### config.mk
export PLATFORM = sky130hd
export DESIGN_NAME = stack_engine
export DESIGN_NICKNAME = d
export VERILOG_FILES = /design/src/rtl/i8080_pkg.sv /design/src/rtl/stack_engine.sv
export SDC_FILE = /design/constraint.sdc
export NUM_CORES = 1
export LEC_CHECK = 0
export CAP_MARGIN = 20
export CORE_AREA = 2 2 116 118
export DETAILED_ROUTE_END_ITERATION = 8
export DIE_AREA = 0 0 118 120
export DONT_BUFFER_PORTS = 1
export PLACE_DENSITY = 0.67
export SLEW_MARGIN = 20
export SYNTH_ARGS = -nofsm -noshare
export SYNTH_HDL_FRONTEND = slang
export SYNTH_SLANG_ARGS = --single-unit
export TNS_END_PERCENT = 5
### constraint.sdc
create_clock -name clk -period 2.97 [get_ports clk]
set_input_delay 0.4455 -clock clk [delete_from_list [all_inputs] [get_ports clk]]
set_output_delay 0.4455 -clock clk [all_outputs]
set_load 0.01 [all_outputs]
### src/rtl/i8080_pkg.sv
// i8080_pkg: shared stack interface encodings and stack engine FSM states.
package i8080_pkg;
    typedef enum logic [1:0] {
        STK_PUSH = 2'b00,
        STK_POP  = 2'b01,
        STK_XTHL = 2'b10,
        STK_SPHL = 2'b11
    } stk_op_e;

    typedef enum logic [3:0] {
        S_IDLE, S_WR_HI, S_WR_LO, S_RD_LO, S_RD_HI,
        S_RD_WAIT, S_XT_WR_LO, S_XT_WR_HI, S_DONE
    } stk_state_e;
endpackage

### src/rtl/stack_engine.sv
// stack_engine: owns the 8080 stack pointer and sequences byte-wide stack accesses
// for PUSH/POP/XTHL/SPHL requests, one request in flight.
module stack_engine
    import i8080_pkg::*;
#(
    parameter logic [15:0] SP_RESET = 16'hF000,
    parameter int          ADDR_W   = 16
) (
    input  logic              clk,
    input  logic              rst_n,
    input  logic              req_valid,
    output logic              req_ready,
    input  logic [1:0]        req_op,
    input  logic [15:0]       req_data,
    output logic              rsp_valid,
    output logic [15:0]       rsp_data,
    output logic [ADDR_W-1:0] sp,
    output logic [ADDR_W-1:0] mem_addr,
    output logic              mem_wen,
    output logic [7:0]        mem_wdata,
    input  logic [7:0]        mem_rdata
);
    stk_state_e  state;
    stk_op_e     op;
    logic [15:0] data;
    logic [7:0]  lo, hi;

    always_ff @(posedge clk or negedge rst_n) begin
        if (!rst_n) begin
            state     <= S_IDLE;
            op        <= STK_PUSH;
            data      <= '0;
            lo        <= '0;
            hi        <= '0;
            sp        <= ADDR_W'(SP_RESET);
            req_ready <= 1'b0;
            rsp_valid <= 1'b0;
            rsp_data  <= '0;
            mem_addr  <= '0;
            mem_wen   <= 1'b0;
            mem_wdata <= '0;
        end else begin
            rsp_valid <= 1'b0;
            mem_wen   <= 1'b0;
            case (state)
                S_IDLE: begin
                    if (req_valid && req_ready) begin
                        op        <= stk_op_e'(req_op);
                        data      <= req_data;
                        req_ready <= 1'b0;
                        // Memory-port outputs are registered, so c1's address is set up here
                        if (req_op == STK_PUSH) begin
                            state     <= S_WR_HI;
                            mem_addr  <= sp - ADDR_W'(1);
                            mem_wdata <= req_data[15:8];
                            mem_wen   <= 1'b1;
                        end else if (req_op == STK_SPHL) begin
                            state     <= S_DONE;
                            sp        <= ADDR_W'(req_data);
                            rsp_data  <= req_data;
                            rsp_valid <= 1'b1;
                        end else begin
                            state    <= S_RD_LO;
                            mem_addr <= sp;
                        end
                    end else begin
                        req_ready <= 1'b1;
                    end
                end
                S_WR_HI: begin
                    state     <= S_WR_LO;
                    mem_addr  <= sp - ADDR_W'(2);
                    mem_wdata <= data[7:0];
                    mem_wen   <= 1'b1;
                end
                S_WR_LO: begin
                    state     <= S_DONE;
                    sp        <= sp - ADDR_W'(2);
                    rsp_data  <= 16'(sp - ADDR_W'(2));
                    rsp_valid <= 1'b1;
                end
                S_RD_LO: begin
                    state    <= S_RD_HI;
                    mem_addr <= sp + ADDR_W'(1);
                end
                S_RD_HI: begin
                    lo <= mem_rdata;
                    if (op == STK_XTHL) begin
                        state     <= S_XT_WR_LO;
                        mem_addr  <= sp;
                        mem_wdata <= data[7:0];
                        mem_wen   <= 1'b1;
                    end else begin
                        state <= S_RD_WAIT;
                    end
                end
                S_RD_WAIT: begin
                    state     <= S_DONE;
                    hi        <= mem_rdata;
                    sp        <= sp + ADDR_W'(2);
                    rsp_data  <= {mem_rdata, lo};
                    rsp_valid <= 1'b1;
                end
                S_XT_WR_LO: begin
                    state     <= S_XT_WR_HI;
                    hi        <= mem_rdata;
                    mem_addr  <= sp + ADDR_W'(1);
                    mem_wdata <= data[15:8];
                    mem_wen   <= 1'b1;
                end
                S_XT_WR_HI: begin
                    state     <= S_DONE;
                    rsp_data  <= {hi, lo};
                    rsp_valid <= 1'b1;
                end
                S_DONE: begin
                    state     <= S_IDLE;
                    req_ready <= 1'b1;
                end
                default: state <= S_IDLE;
            endcase
        end
    end
endmodule
==> results of run 1 <==
path summary, 6_finish.rpt:
check | startpoint | to | slack, ns | cells after the start
worst max-delay path | state[2]$_DFFE_PN0N_ | mem_wdata[1]$_DFFE_PN0P_ | 0.38 | 5
worst min-delay path | rst_n | mem_addr[4]$_DFFE_PN0P_ | -0.02 | 1
worst max register to register | state[2]$_DFFE_PN0N_ | mem_wdata[1]$_DFFE_PN0P_ | 0.38 | 5
worst min register to register | lo[3]$_DFFE_PN0P_ | lo[3]$_DFFE_PN0P_ | 0.49 | 2
max in group asynchronous | rst_n | req_ready$_DFFE_PN0P_ | 2.56 | 1
min in group clk | mem_rdata[4] | lo[4]$_DFFE_PN0P_ | 0.19 | 2
logic make-up after synthesis:
logic type	count (synthesis)	synth area share, %
adders and majority gates	9	1.82
muxes	41	7.23
xor gates and xnor gates	31	4.50
DFF	97	39.2
and+or+nand+nor	239	21.0
AOI/OAI and AO/OA	184	20.3
buffers and inverters	75	5.90
report_power, final:
part | switching, W | internal (W)
sequential | 0.00106 | 0.00201
clock | 0.000568 | 0.000670
combinational | 0.00219 | 0.00164
total | 0.00382 | 0.00433
critical path, stage by stage (launching register included):
cell	delay (ns)
dfrtp_1	0.61
or4b_1	0.84
nand2_4	0.25
nor2_1	0.51
nand2_1	0.12
a31oi_1	0.17
registers in the layout, indices dropped and copies added (netlist names):
register,cells
rsp_valid,1
data,16
req_ready,1
mem_addr,16
hi,8
mem_wdata,8
rsp_data,16
lo,8
op,2
mem_wen,1
sp,16
state,4
stage by stage:
step	instance area (sq um)	cells
2_1_floorplan	6200	676
3_3_place_gp	6360	820
3_5_place_dp	6360	820
4_1_cts	6700	837
5_1_grt	6700	837
6_report	6700	837
per-layer routing:
metal | share of wire, % | track usage [%] | up-vias
li1 | - | - | 2455
met3 | 7.6 | 6.18 | 33
met2 | 46 | 43.3 | 231
met5 | 0 | 0 | -
met4 | 3.0 | 13.3 | 0
met1 | 43 | 40.3 | 2739
placed cells by master (no fill, tap or decap), drive strengths merged, types with 11 or more instances in the layout:
| cell type | instances |
|---|---|
| dfrtp | 93 |
| nand2 | 72 |
| nor2 | 63 |
| o21ai | 36 |
| a21oi | 32 |
| buf | 31 |
| mux2 | 30 |
| xnor2 | 22 |
| a31oi | 20 |
| a22oi | 16 |
| inv | 16 |
| nand3 | 15 |
| nor4 | 15 |
| nand4 | 13 |
| nor3 | 13 |
| o211ai | 12 |
| a221oi | 11 |
| mux2i | 11 |
area by class of cell:
class | count | area share (%)
well taps | 176 | 3.29
multi-input cells | 504 | 51.1
clock buffers | 9 | 3.36
flip-flops and latches | 97 | 36.3
inverters | 13 | 0.728
clock inverters | 7 | 1.29
repair buffers | 31 | 3.96
repair_timing:
item	4_1_cts	5_1_grt
hold buffers	1	0
setup endpoints to repair	0	0
endpoints found under the hold margin	97	0
==> impl_metrics.csv, run 1 <==
group,metric,value,unit
outcome,status,"finished, violations left",
outcome,violations,"hold timing",
finish,fill_cells,1233,
floorplanning,rows,42,
hold_path,hold_class,"in -> async",
logic_synthesis,syn_area_per_cell,9.17,sq um
logic_synthesis,synth.yosys.warnings,0,
finish,multi_input_area,3420,sq um
global_route,grt_first_pass_wirelength,31500,um
logic_synthesis,synth.top_cell.area_share,37.6,%
logic_synthesis,netlist_instances,676,
timing,clock_skew,0.00705,ns
clocking,htreeDepth,3,
floorplanning,die_y,120,um
floorplanning,start_util,47.7,%
logic_synthesis,synth_most_common_cell,"dfrtp_1",
logic_synthesis,yosysUniqueCellTypes,79,
timing,hold_violations,12,
place,place.gp.congestion,0.942,
worst_setup_path,worstSetupEndpointType,"register",
drt,drtIter0Drc,543,
global_route,grt_util_all_layers,29.0,%
clocking,clk_pin_slew,0.07,ns
timing,slew_headroom,37.9,%
timing,drv_slew,0,
logic_synthesis,yosysTopAreaCell,"dfrtp_1",
timing,worst_slew_pin_slew,0.931,ns
drt,postRouteAntennaNets,0,
logic_synthesis,syn-cell-area,6200,sq um
worst_setup_path,start_kind,"register",
clocking,cts_root_buf,"clkbuf_16",
drt,routed_wl,19900,um
clocking,cts.sinks,97,
timing,hold_slack,-0.0186,ns
worst_setup_path,cp_max_fo,18,
place,post-place-ws,0.428,ns
worst_setup_path,cp.required,3.25,ns
timing,rsz0062_at_grt,"no",
worst_setup_path,critical_path_class,"reg -> reg",
clocking,numCtsBuffers,9,
logic_synthesis,synth_edf_count,0,
global_route,antenna_found_initial,0,
finish,ff_latch_area,2430,sq um
finish,area_growth,8.10,%
timing,period_share,87.3,%
clocking,ctsResizeCount,0,
finish,utilization,51.6,%
logic_synthesis,synth_area_leaders,"dfrtp_1 (38%), mux2_2 (5.5%), nand2_1 (4.3%)",
drt,dr.pass1.iters,5,
global_route,grt_pass1_vias,5383,
timing,fmax,386,MHz
finish,antenna_cells,0,
timing,finalWorstSetupSlack,0.377,ns
worst_setup_path,critPathArrivalTime,2.88,ns
floorplanning,dieArea,14200,sq um
floorplanning,core,13000,sq um
drt,vias,5458,
power,leakagePower,2.57,nW
global_route,grt-ovfl-total,0,
power,ir_drop,0.478,mV
flow_run,cap_viol_max_count,0,
clocking,clock_path_buffers,2,
logic_synthesis,synth_flop_cell,"dfrtp_1",
floorplanning,die_w,118,um
timing,setup_viol,0,
logic_synthesis,async_flop_share,100,%
logic_synthesis,synth_common_cells,"dfrtp_1 (93), nand2_1 (71), nor2_1 (61), a21oi_1 (32), mux2_2 (30)",
timing,setup_tns,0,ns
logic_synthesis,ys_seq_area_share,39.2,%
floorplanning,num_io_pins,88,
drt,routedWlPerCell,23.7,um
drt,vias_per_cell,6.52,
place,place_hpwl,14400,um
clocking,cts_setup_buffers,0,
finish,final_nets,694,
power,total_power,0.00814,W
clocking,clock_latency,0.36,ns
logic_synthesis,synth_fp_nets,714,
power,powerDensity,1220,nW/um^2
global_route,grt_max_degree,98,
place,io_buffer_count,0,
finish,layout-drive-gt1-share,15.9,%
clocking,tritoncts,"yes",
drt,drc,0,
logic_synthesis,ys_ff_latch,97,
timing,layout_min_cycle_time,2.59,ns
No activity file was read; power rests on OpenSTA's default activity.
==> inputs of run 2 (changes only) <==
Settings changed: CORE_AREA 2 2 116 118 to 2 2 128 130, DIE_AREA 0 0 118 120 to 0 0 130 132, PLACE_DENSITY 0.67 to 0.58, SLEW_MARGIN 20 to default.
==> run 2 against run 1 <==
The run still ends with hold timing left. Power shrank 1.5%. Clock power fell by 10%. Worst hold slack got worse by 0.030 ns. Setup slack improved by 0.12 ns. Sequential power down 1%. Flip-flop and latch count did not move. Sequential share of layout area decreased by 0.14 points. Register-to-register slack improved by 0.12 ns. Global-route usage decreased by 4.5 points. Critical path type unchanged. Critical endpoint is now mem_addr[15]$_DFFE_PN0P_. Largest cell class unchanged. Highest routed layer unchanged.
==> impl_metrics.csv, run 2 (synthesis results as in run 1) <==
group,metric,value,unit
outcome,status,"finished, violations left",
outcome,violations,"hold timing",
worst_setup_path,max_stage_delay,0.72,ns
place,place_area,6430,sq um
clocking,cts.sinks,97,
finish,antenna_cells,0,
timing,worst_slew_pin_slew,0.894,ns
finish,layout-drive-gt1-share,16.1,%
timing,drv_slew,0,
drt,routedWlPerCell,23.2,um
worst_setup_path,crit_start,"sp[3]$_DFFE_PN0P_",
timing,rsz0062_at_grt,"no",
drt,routed_wl,20500,um
global_route,grt_pass1_vias,5278,
finish,layout_commonest_cell,"dfrtp_1",
global_route,grt_util_all_layers,24.4,%
drt,vias_per_cell,6.18,
worst_setup_path,cp_cell_sequence,"nor4_2 -> nand4_1 -> a21oi_1 -> nor2b_1 -> o32a_1",
global_route,antenna_found_initial,0,
finish,final_nets,698,
power,leakagePower,2.56,nW
hold_path,hold_class,"in -> async",
clocking,cts_setup_buffers,0,
drt,drtIter0Drc,458,
drt,vias,5436,
global_route,grt_first_pass_wirelength,32100,um
worst_setup_path,cp.required,3.21,ns
timing,hold_violations,13,
flow_run,cap_viol_max_count,0,
floorplanning,num_io_pins,88,
finish,fin_area,6730,sq um
global_route,grt-ovfl-total,0,
worst_setup_path,worstSetupEndpointType,"register",
finish,area_growth,8.52,%
clocking,numCtsBuffers,9,
clocking,htreeDepth,3,
clocking,clock_path_buffers,2,
timing,period_share,83.3,%
floorplanning,core,15700,sq um
worst_setup_path,cp_max_fo,22,
floorplanning,dieArea,17200,sq um
timing,setup_tns,0,ns
floorplanning,die_w,130,um
drt,dr.pass1.iters,6,
finish,mostFrequentLayoutCells,"dfrtp_1 (93), nand2_1 (71), nor2_1 (61)",
power,powerDensity,1190,nW/um^2
clocking,cts_root_buf,"clkbuf_16",
worst_setup_path,critical_path_class,"reg -> reg",
clocking,ctsHoldBuffers,1,
clocking,tritoncts,"yes",
power,ir_drop,0.390,mV
timing,slew_headroom,40.4,%
worst_setup_path,critPathArrivalTime,2.71,ns
worst_setup_path,start_kind,"register",
floorplanning,rows,46,
timing,setup_viol,0,
timing,hold_slack,-0.0481,ns
timing,clock_skew,0.00804,ns
clocking,clk_pin_slew,0.07,ns
drt,drc,0,
place,place.gp.congestion,0.892,
floorplanning,start_util,39.4,%
place,place_hpwl,14900,um
worst_setup_path,crit_path_top_delay_cell,"dfrtp_1",
clocking,clock_latency,0.36,ns
floorplanning,die_y,132,um
timing,fmax,404,MHz
drt,postRouteAntennaNets,0,
place,io_buffer_count,0,
timing,layout_min_cycle_time,2.47,ns
worst_setup_path,r2r-start,"sp[3]$_DFFE_PN0P_",
clocking,ctsResizeCount,0,
global_route,grt_max_degree,98,
run 2: cell types whose count changed in the layout (fill, tap and decap cells not counted):
cell,before,now
bufinv_16,1,0
inv_6,3,1
clkbuf_1,0,1
clkinv_8,1,0
buf_4,29,34
clkinvlp_4,0,1
inv_8,0,1
buf_12,1,0
run 2: final cells by class:
type | instances | area (sq um)
fill | 1579 | 8990
multi-input combinational | 504 | 3420
sequential | 97 | 2430
timing repair buffer | 35 | 283
tap | 216 | 270
clock buffer | 10 | 229
inverter | 13 | 48.8
clock inverter | 5 | 41.3
run 2: report_power, final:
group | switching (W) | total (W) | internal [W]
Clock | 0.000540 | 0.00111 | 0.000573
Combinational | 0.00223 | 0.00387 | 0.00164
Sequential | 0.00103 | 0.00304 | 0.00202
Total | 0.00379 | 0.00802 | 0.00423
run 2: routing by layer:
layer	part of all wire [%]	vias to the layer above	global-route usage, %
met3	8.3	27	5.19
met4	1.7	0	7.23
li1	-	2458	-
met5	0	-	0
met2	46	239	37.3
met1	44	2712	34.7
run 2: final timing paths:
path | end | slack, ns | depth (start not counted)
max in group asynchronous | sp[12]$_DFFE_PN1P_ | 2.53 | 1
max reg2reg | mem_addr[15]$_DFFE_PN0P_ | 0.50 | 5
min reg2reg | lo[6]$_DFFE_PN0P_ | 0.48 | 2
min in group clk | lo[0]$_DFFE_PN0P_ | 0.19 | 2
max | mem_addr[15]$_DFFE_PN0P_ | 0.50 | 5
min | mem_addr[14]$_DFFE_PN0P_ | -0.05 | 1
run 2: worst max-delay path, delay by kind of cell (launching register included):
kind            cells  cell delay [ns]
compound gates      2             0.58
flops               1             0.72
simple gates        3             1.05
run 2: per-stage QoR:
step                      power, W  utilization (%)  worst slack (ns)  cells
final                      0.00802             42.8             0.497    880
after detailed placement   0.00686             40.9             0.560    864
after global placement     0.00676             40.9             0.560    864
after floorplan            0.00571                -             0.728    676
after CTS                  0.00802             42.8             0.543    880
after global routing       0.00860             42.8             0.313    880
==> inputs of run 3 (changes only) <==
Settings changed: ABC_AREA from default to 1, PLACE_DENSITY 0.58 to 0.59.
Clock period 2.97 ns to 2.2 ns, I/O delays scaled along.
==> run 3 against run 2 <==
The run still ends with hold timing left. Clock skew down 0.00050 ns. Die area unchanged. Area after synthesis down 0.52%. Critical endpoint is now rsp_data[7]$_DFFE_PN0P_. Largest power group unchanged. Highest routed layer unchanged.
==> impl_metrics.csv, run 3 <==
group,metric,value,unit
logic_synthesis,synth.top_cell.area_share,37.8,%
outcome,violations,"hold timing",
drt,drtIter0Drc,548,
clocking,clock_path_buffers,2,
global_route,grt_pass1_vias,5659,
floorplanning,die_y,132,um
floorplanning,num_io_pins,88,
timing,slew_headroom,64.4,%
timing,worst_slew_pin_slew,0.533,ns
timing,period_share,96.1,%
clocking,tritoncts,"yes",
clocking,htreeDepth,3,
worst_setup_path,worstSetupEndpointType,"register",
worst_setup_path,start_kind,"register",
timing,hold_violations,97,
worst_setup_path,reg2reg_to,"rsp_data[7]$_DFFE_PN0P_",
drt,vias_per_cell,5.28,
drt,routed_wl,20700,um
timing,fmax,473,MHz
global_route,grt_util_all_layers,24.8,%
worst_setup_path,critical_path_class,"reg -> reg",
finish,utilization,43.3,%
floorplanning,dieArea,17200,sq um
logic_synthesis,synth.yosys.warnings,0,
logic_synthesis,synth_area_leaders,"dfrtp_1 (38%), nand2_1 (18%), nand3_1 (7.8%)",
worst_setup_path,cp.required,2.50,ns
floorplanning,die_w,130,um
floorplanning,core,15700,sq um
logic_synthesis,synth_flop_cell,"dfrtp_1",
hold_path,hold_class,"in -> async",
floorplanning,start_util,39.2,%
global_route,grt_max_degree,98,
logic_synthesis,ys_ff_latch,97,
logic_synthesis,synth_fp_nets,934,
clocking,clock_latency,0.36,ns
worst_setup_path,regToRegSetupSlack,0.09,ns
place,place.gp.congestion,1.00,
place,io_buffer_count,0,
timing,hold_slack,-0.333,ns
worst_setup_path,cp_max_fo,12,
finish,mostFrequentLayoutCells,"nand2_1 (293), nand3_1 (96), dfrtp_1 (93)",
logic_synthesis,syn-cell-area,6160,sq um
clocking,cts_setup_buffers,0,
worst_setup_path,cp.buffers_inverters,0,
clocking,clk_pin_slew,0.08,ns
drt,drc,0,
timing,setup_viol,0,
logic_synthesis,synth_common_cells,"nand2_1 (293), nand3_1 (96), dfrtp_1 (93), nor2_1 (91), inv_1 (78)",
floorplanning,rows,46,
finish,layoutNonFillerInstCount,1126,
timing,drv_slew,0,
drt,vias,5945,
worst_setup_path,max_stage_delay,0.54,ns
clocking,numCtsBuffers,9,
logic_synthesis,async_flop_share,100,%
finish,layout-drive-gt1-share,10.1,%
clocking,cts.sinks,97,
worst_setup_path,crit_path_top_delay_cell,"dfrtp_1",
drt,postRouteAntennaNets,0,
drt,dr.pass1.iters,5,
logic_synthesis,yosysTopAreaCell,"dfrtp_1",
place,place_area,6500,sq um
timing,clock_skew,0.00754,ns
drt,routedWlPerCell,18.4,um
timing,finalWorstSetupSlack,0.0853,ns
place,post-place-ws,0.195,ns
worst_setup_path,r2r-start,"sp[3]$_DFFE_PN0P_",
worst_setup_path,path_common_cell,"nand2_1",
logic_synthesis,synth_most_common_cell,"nand2_1",
worst_setup_path,critPathArrivalTime,2.41,ns
global_route,grt_first_pass_wirelength,32500,um
power,powerDensity,1730,nW/um^2
worst_setup_path,crit_family,"simple AND/OR/NAND/NOR gates",
logic_synthesis,netlist_instances,896,
clocking,cts_root_buf,"clkbuf_16",
logic_synthesis,synth_edf_count,0,
power,leakagePower,3.36,nW
global_route,antenna_found_initial,0,
logic_synthesis,syn_area_per_cell,6.88,sq um
outcome,status,"finished, violations left",
finish,fin_area,6810,sq um
global_route,grt-ovfl-total,0,
flow_run,cap_viol_max_count,0,
power,ir_drop,0.650,mV
finish,area_growth,10.5,%
finish,antenna_cells,0,
place,dpl.cell_count,1110,
place,place_hpwl,15800,um
timing,layout_min_cycle_time,2.11,ns
worst_setup_path,cp_cell_sequence,"nor2_1 -> nand2_1 -> nor2_1 -> xor2_1 -> nand2_1 -> nand3_1 -> nand2_1 -> nand2_1",
logic_synthesis,yosysUniqueCellTypes,35,
finish,final_nets,943,
timing,rsz0062_at_grt,"no",
clocking,ctsResizeCount,0,
timing,setup_tns,0,ns
finish,layout_commonest_cell,"nand2_1",
logic_synthesis,ys_seq_area_share,39.5,%
worst_setup_path,reg2reg_depth,8,
[run 3: cell types whose count changed after synthesis, sizes merged, moves of 17 or more]
cell    change
nand3      +82
nor2       +41
xnor2      -22
inv        +73
mux2       -23
clkbuf     -17
o21ai      +42
nand2     +228
a31oi      -17
[run 3: how the worst max path moves through the flow]
stage                       from                       end  slack (ns)  cells after the start
5_1_grt        sp[3]$_DFFE_PN0P_   rsp_data[7]$_DFFE_PN0P_        0.02                      8
3_3_place_gp   sp[3]$_DFFE_PN0P_  rsp_data[14]$_DFFE_PN0P_        0.18                      8
4_1_cts        sp[3]$_DFFE_PN0P_  rsp_data[14]$_DFFE_PN0P_        0.18                      8
3_5_place_dp   sp[3]$_DFFE_PN0P_  rsp_data[14]$_DFFE_PN0P_        0.20                      8
6_report       sp[3]$_DFFE_PN0P_   rsp_data[7]$_DFFE_PN0P_        0.09                      8
2_1_floorplan  sp[1]$_DFFE_PN0P_  mem_addr[11]$_DFFE_PN0P_        0.46                     10
[run 3: cells by family after synthesis]
family	Yosys count	synth area share, %
and+or+nand+nor	519	35.9
AOI/OAI and AO/OA	132	11.8
buffers and inverters	122	8.34
DFF	97	39.5
xor gates and xnor gates	10	1.42
adders and majority gates	9	1.83
muxes	7	1.28
[run 3: through the flow]
stage | total power, W | hold WS [ns]
after floorplan | 0.00815 | 0.0344
after global placement | 0.0100 | 0.0392
final | 0.0118 | -0.333
after global routing | 0.0128 | -0.346
after CTS | 0.0118 | -0.346
after detailed placement | 0.0100 | 0.0395
[run 3: area by class of cell]
class	count	area [sq um]
Clock inverter	7	86.3
Clock buffer	9	225
Inverter	86	323
Multi-Input combinational cell	677	3220
Tap cell	216	270
Fill cell	1651	8900
Timing Repair Buffer	34	255
Sequential cell	97	2430
[run 3: where the power goes]
group | switching, W | internal, W
logic | 0.00424 | 0.00209
clock network | 0.000791 | 0.000907
registers | 0.00101 | 0.00275
[run 3: worst reg2reg max path, cell delays in order, from the launching register on]
cell     delay (ns)
dfrtp_1        0.54
nor2_1         0.33
nand2_1        0.16
nor2_1         0.28
xor2_1         0.37
nand2_1        0.15
nand3_1        0.10
nand2_1        0.07
nand2_1        0.06
[run 3: per-layer routing]
layer | vias to the layer above | global-route usage [%] | wire length, um
li1 | 2918 | - | -
met1 | 2760 | 36.1 | 9430
met2 | 242 | 36.0 | 9010
met3 | 25 | 6.45 | 1760
met4 | 0 | 7.65 | 539
met5 | - | 0 | 0
